===== src/rtl/axi_arb_pkg.sv =====
// Shared types and helpers for the round-robin AXI arbiter family.
package axi_arb_pkg;

  // Arbitration mode a parent crossbar can use to pick BURST_HOLD.
  typedef enum logic {
    ARB_SINGLE = 1'b0,
    ARB_BURST  = 1'b1
  } arb_mode_e;

  // Lock state of the selection: free to re-arbitrate or held on one requestor.
  typedef enum logic {
    LOCK_FREE = 1'b0,
    LOCK_HELD = 1'b1
  } lock_state_e;

  // Index width that never collapses to zero bits for a single requestor.
  function automatic int clog2_min1(input int n);
    return (n > 1) ? $clog2(n) : 1;
  endfunction

endpackage


===== src/rtl/rr_prio_select.sv =====
// Round-robin priority search: lowest request at or above the pointer, else the
// lowest request overall. Uses a double-width vector so the wrap needs no modulo.
module rr_prio_select
  import axi_arb_pkg::*;
#(
  parameter int  NUM_REQ = 4,
  localparam int IDX_W   = clog2_min1(NUM_REQ)
) (
  input  logic [NUM_REQ-1:0] req,
  input  logic [IDX_W-1:0]   ptr,
  output logic [IDX_W-1:0]   idx,
  output logic               any_valid
);

  logic [NUM_REQ-1:0]   mask_ge;
  logic [2*NUM_REQ-1:0] dbl_req;

  // Masked copy in the low half wins over the unmasked copy in the high half.
  always_comb begin
    mask_ge   = '0;
    idx       = '0;
    any_valid = 1'b0;
    for (int i = 0; i < NUM_REQ; i++) begin
      mask_ge[i] = (IDX_W'(i) >= ptr);
    end
    dbl_req = {req, req & mask_ge};
    for (int j = 0; j < 2 * NUM_REQ; j++) begin
      if (!any_valid && dbl_req[j]) begin
        any_valid = 1'b1;
        idx       = (j < NUM_REQ) ? IDX_W'(j) : IDX_W'(j - NUM_REQ);
      end
    end
  end

endmodule


===== src/rtl/axi_rr_burst_arbiter.sv =====
// Round-robin arbiter with payload mux, stall lock-in and optional burst hold.
module axi_rr_burst_arbiter
  import axi_arb_pkg::*;
#(
  parameter int  NUM_REQ    = 4,
  parameter int  DATA_WIDTH = 32,
  parameter int  LOCK_IN    = 1,
  parameter int  BURST_HOLD = 0,
  localparam int IDX_W      = clog2_min1(NUM_REQ)
) (
  input  logic                               clk_i,
  input  logic                               rst_ni,
  input  logic                               flush_i,
  input  logic [NUM_REQ-1:0]                 req_i,
  input  logic [NUM_REQ-1:0]                 last_i,
  input  logic [NUM_REQ-1:0][DATA_WIDTH-1:0] data_i,
  output logic [NUM_REQ-1:0]                 gnt_o,
  output logic                               valid_o,
  input  logic                               ready_i,
  output logic [DATA_WIDTH-1:0]              data_o,
  output logic [IDX_W-1:0]                   idx_o
);

  lock_state_e      lock_q, lock_d;
  logic [IDX_W-1:0] rr_q, rr_d;
  logic [IDX_W-1:0] lock_idx_q, lock_idx_d;
  logic [IDX_W-1:0] prio_idx;
  logic             any_valid;
  logic [IDX_W-1:0] sel;

  rr_prio_select #(
    .NUM_REQ (NUM_REQ)
  ) u_prio (
    .req       (req_i),
    .ptr       (rr_q),
    .idx       (prio_idx),
    .any_valid (any_valid)
  );

  // Pick the locked requestor if held, otherwise the round-robin winner; drive outputs.
  always_comb begin
    sel     = (lock_q == LOCK_HELD) ? lock_idx_q : prio_idx;
    valid_o = (lock_q == LOCK_HELD) ? req_i[lock_idx_q] : any_valid;
    data_o  = data_i[sel];
    idx_o   = sel;
    gnt_o   = '0;
    if (valid_o && ready_i) begin
      gnt_o[sel] = 1'b1;
    end
  end

  // Next pointer and lock state; flush overrides any handshake update.
  always_comb begin
    rr_d       = rr_q;
    lock_d     = lock_q;
    lock_idx_d = lock_idx_q;
    if (flush_i) begin
      rr_d   = '0;
      lock_d = LOCK_FREE;
    end else if (valid_o && ready_i) begin
      if ((BURST_HOLD != 0) && !last_i[sel]) begin
        lock_d     = LOCK_HELD;
        lock_idx_d = sel;
      end else begin
        lock_d = LOCK_FREE;
        rr_d   = (sel == IDX_W'(NUM_REQ - 1)) ? '0 : sel + IDX_W'(1);
      end
    end else if (valid_o && !ready_i && (LOCK_IN != 0)) begin
      lock_d     = LOCK_HELD;
      lock_idx_d = sel;
    end
  end

  // State registers with asynchronous active-low reset.
  always_ff @(posedge clk_i or negedge rst_ni) begin
    if (!rst_ni) begin
      rr_q       <= '0;
      lock_q     <= LOCK_FREE;
      lock_idx_q <= '0;
    end else begin
      rr_q       <= rr_d;
      lock_q     <= lock_d;
      lock_idx_q <= lock_idx_d;
    end
  end

  a_num_req_range : assert property (@(posedge clk_i) (NUM_REQ >= 1) && (NUM_REQ <= 64))
    else $error("NUM_REQ %0d outside 1..64", NUM_REQ);

  a_gnt_onehot0 : assert property (@(posedge clk_i) disable iff (!rst_ni) $onehot0(gnt_o))
    else $error("gnt_o not onehot0: %b", gnt_o);

  a_locked_req_held : assert property (@(posedge clk_i) disable iff (!rst_ni)
    (lock_q == LOCK_HELD) |-> req_i[lock_idx_q])
    else $warning("Locked requestor %0d dropped its request", lock_idx_q);

  if (LOCK_IN != 0) begin : g_stall_stable
    a_stall_stable : assert property (@(posedge clk_i) disable iff (!rst_ni)
      (valid_o && !ready_i && !flush_i) |=> (valid_o && $stable(data_o)))
      else $error("valid_o/data_o changed during a stall");
  end

endmodule

===== config.mk =====
export PLATFORM = sky130hd
export DESIGN_NAME = axi_rr_burst_arbiter
export DESIGN_NICKNAME = d
export VERILOG_FILES = /design/src/rtl/axi_arb_pkg.sv /design/src/rtl/rr_prio_select.sv /design/src/rtl/axi_rr_burst_arbiter.sv
export SDC_FILE = /design/constraint.sdc
export NUM_CORES = 1
export LEC_CHECK = 0
export CELL_PAD_IN_SITES_DETAIL_PLACEMENT = 1
export CELL_PAD_IN_SITES_GLOBAL_PLACEMENT = 1
export CORE_MARGIN = 2
export CORE_UTILIZATION = 19
export DETAILED_ROUTE_END_ITERATION = 7
export HOLD_SLACK_MARGIN = 0.1
export PLACE_DENSITY = 0.83
export RECOVER_POWER = 100
export SLEW_MARGIN = 20
export SYNTH_ARGS = -nofsm -noshare
export SYNTH_HDL_FRONTEND = slang
export SYNTH_SLANG_ARGS = --single-unit

===== constraint.sdc =====
create_clock -name clk_i -period 3.6 [get_ports clk_i]
set_input_delay 0.9 -clock clk_i [delete_from_list [all_inputs] [get_ports clk_i]]
set_output_delay 0.9 -clock clk_i [all_outputs]
set_load 0.02 [all_outputs]

==> results_dict.tcl <==
set metrics [dict create \
    synth_seq_cells 5 \
    post_drt_via_cell_ratio 4.43 \
    hold_buffers 0 \
    cellLeakagePower_nw 1.58 \
    period_share 0.977 \
    place_hpwl_um 5670 \
    cts_tree "done" \
    yosysSeqAreaShare 0.0803 \
    critPathLaunchType "input port" \
    worst-r2r-setup-slack_ns 1.63 \
    slew_at_the_pin_closest_to_its_max_slew_limit_ns 0.355 \
    floorplan.initialDensity 0.193 \
    timing.hold.worst.class "register to register" \
    core_region_area_mm2 0.00809 \
    commonest_cells_after_routing_fill_and_taps_aside "sky130_fd_sc_hd__clkdlybuf4s50_1 (130), sky130_fd_sc_hd__mux2i_1 (88), sky130_fd_sc_hd__clkbuf_2 (29), sky130_fd_sc_hd__buf_4 (14), sky130_fd_sc_hd__nand2_1 (10)" \
    synth_warnings 0 \
    crit_path_cell_trace "dlygate4sd2_1 > clkbuf_1 > or4_1 > mux2_4 > and3_1 > clkdlybuf4s15_1" \
    max-cap-violations 0 \
    crit-reg2reg-launch "rr_q[1]" \
    mappedNetlistNets 298 \
    clock_sinks 5 \
    power_density_normalized_to_cell_area_mw_per_mm2 322 \
    grt_start_max_net_pins 25 \
    final_nets 494 \
    filler_cell_count 944 \
    average_detailed_routed_wire_length_per_instance_um 15.6 \
    synthesized_area_per_cell_um2 10.1 \
    h_tree_levels 1 \
    crit_type "input port to output pin" \
    clk_transition_reported_paths_ns 0.03 \
    finClkSkew_ns 0.000556 \
    drt_first_pass_iters 4 \
    worst-r2r-cell-count 8 \
    grt-ovfl-total 0 \
    postLayoutSetupSlackWorst_ns 0.0817 \
    drt-initial-drc-count 11 \
    drcViolationCount 0 \
    drt.antenna.violating_nets 0 \
    max-slew-margin-rel 0.763 \
    port_buffers 174 \
    path_max_fanout 6 \
    finalHoldViolations 0 \
    vias_in_the_first_global_route 2099 \
    finalCoreUtilization 0.438 \
    floorplan.io_pins 179 \
    grt_pass1_wl_um 9860 \
    worst_setup_path_end_kind "output pin" \
    regToRegEndpoint "rr_q[0]" \
    global_route.usage.total 0.138 \
    crit_slowest_cell "sky130_fd_sc_hd__or4_1" \
    finish.cell_count_without_fillers 454 \
    num_antenna_cells 0 \
    place_worst_setup_slack_ns -0.612 \
    number_of_failing_setup_endpoints_in_the_final_timing_report 0 \
    drv_slew 0 \
    number_of_placement_rows 33 \
    dpl-instance-area_mm2 0.00346 \
    synth_cells 154 \
    chipHeight_um 94.6 \
    peakVddDrop_mv 0.118 \
    globalplace.congestion 0.730 \
    fmax_mhz 284 \
    post-place-cells 438 \
    dieWidth_um 94.6 \
    power_w 0.00114 \
    cts_inserted_buffers 3 \
    cp_data_required_time_ns 2.70 \
    post-route-cell-area_mm2 0.00354 \
    fp.dieArea_mm2 0.00895 \
    routed-via-count 2010 \
    antenna_found_initial 0 \
    worst_setup_path_startpoint "req_i[1]" \
    clk_path_buf_depth 2 \
    detail_route.wirelength_um 7080 \
    summed_instance_area_of_the_synthesized_netlist_mm2 0.00156 \
    clock_latency_at_the_later_pin_of_the_worst_skew_pair_ns 0.22 \
    syn2layout_area_growth_pct 127 \
    crit_end "gnt_o[1]" \
    layout_commonest_cell "sky130_fd_sc_hd__clkdlybuf4s50_1" \
    clock-root-buffer "sky130_fd_sc_hd__clkbuf_8" \
    drive_gt1_frac 0.226 \
    post-route-min-period_ns 3.52 \
    synthDistinctLibCells 25 \
    worst-endpoint-arrival_ns 2.62 \
    outcome "complete, no violations" \
    crit_path_max_incr_delay_ns 0.55 \
]
layer usage:
layer  up-vias  track usage  routed length (um)
met4         0       0.0290                  44
met5         -            0                   0
met1       962        0.141                2490
li1        974            -                   -
met2        70        0.289                4160
met3         4       0.0215                 387
final cells by class:
| cell class | count | area (um^2) | share of cell area |
|---|---|---|---|
| multi-input combinational | 136 | 1360 | 0.384 |
| timing repair buffer | 201 | 1870 | 0.528 |
| clock buffer | 4 | 45.0 | 0.0127 |
| sequential | 5 | 125 | 0.0353 |
| inverter | 3 | 11.3 | 0.00318 |
| tap | 105 | 131 | 0.0371 |
worst min-delay path by stage:
stage	to	depth (start not counted)	start	slack (ns)
floorplan	lock_idx_q[0]	2	lock_idx_q[0]	0.48
global placement	lock_idx_q[0]	2	lock_idx_q[0]	0.51
detailed placement	lock_idx_q[0]	2	lock_idx_q[0]	0.54
CTS	lock_idx_q[1]	2	lock_idx_q[1]	0.55
global route	lock_idx_q[1]	2	lock_idx_q[1]	0.58
finish	lock_idx_q[1]	2	lock_idx_q[1]	0.56
synth_stat cells, drive strengths merged:
cell type / count / area (um^2)
bufbuf: 2 / 37.5
or3: 1 / 6.26
a21oi: 4 / 20.0
mux2: 1 / 11.3
nand2b: 3 / 21.3
o211a: 1 / 10.0
nand3: 1 / 5.00
ha: 4 / 50.1
nor2: 3 / 11.3
o22ai: 1 / 6.26
buf: 8 / 110
o21ai: 2 / 10.0
a21boi: 1 / 11.3
and3: 4 / 25.0
or4: 1 / 7.51
o41ai: 2 / 55.1
mux4: 1 / 26.3
mux2i: 96 / 961
nand2: 10 / 37.5
inv: 3 / 11.3
dfrtp: 5 / 125
per-stage QoR:
step                      hold slack [ns]  TNS, ns
after global placement              0.510   -17.12
after CTS                           0.549   -0.139
after detailed placement            0.539   -18.67
after floorplan                     0.480        0
final                               0.559        0
after global routing                0.576  -0.0144
worst max-delay path, delay by kind of cell:
| kind | cells | cell delay [ns] |
|---|---|---|
| and+or+nand+nor | 2 | 0.74 |
| buffers and inverters | 3 | 0.65 |
| muxes | 1 | 0.33 |
power by group:
| part | internal [W] | switching [W] | total (W) |
|---|---|---|---|
| Combinational | 0.000504 | 0.000451 | 0.000955 |
| Sequential | 0.0000668 | 0.0000170 | 0.0000838 |
| Clock | 0.0000759 | 0.0000269 | 0.000103 |
| Total | 0.000647 | 0.000495 | 0.00114 |
repair_timing:
item                       4_1_cts  5_1_grt
gates resized for setup        110       50
setup endpoints to repair       39       34
setup buffers                    5        3
pin swaps                        1        0
cloned                           1        3
kinds of logic (layout without fill, tap and decap cells):
family,count (synthesis),in the layout,share of synthesized area
adders and majority gates,4,4,0.0321
muxes,98,98,0.640
and+or+nand+nor,23,23,0.0730
DFF,5,5,0.0803
buffers and inverters,13,208,0.102
AOI/OAI and AO/OA,11,11,0.0722
state kept, by name (all words and copies together), names as in the netlist:
signal / cells
rr_q: 2
lock_q: 1
lock_idx_q: 2
(Power assumes the default switching activity.)
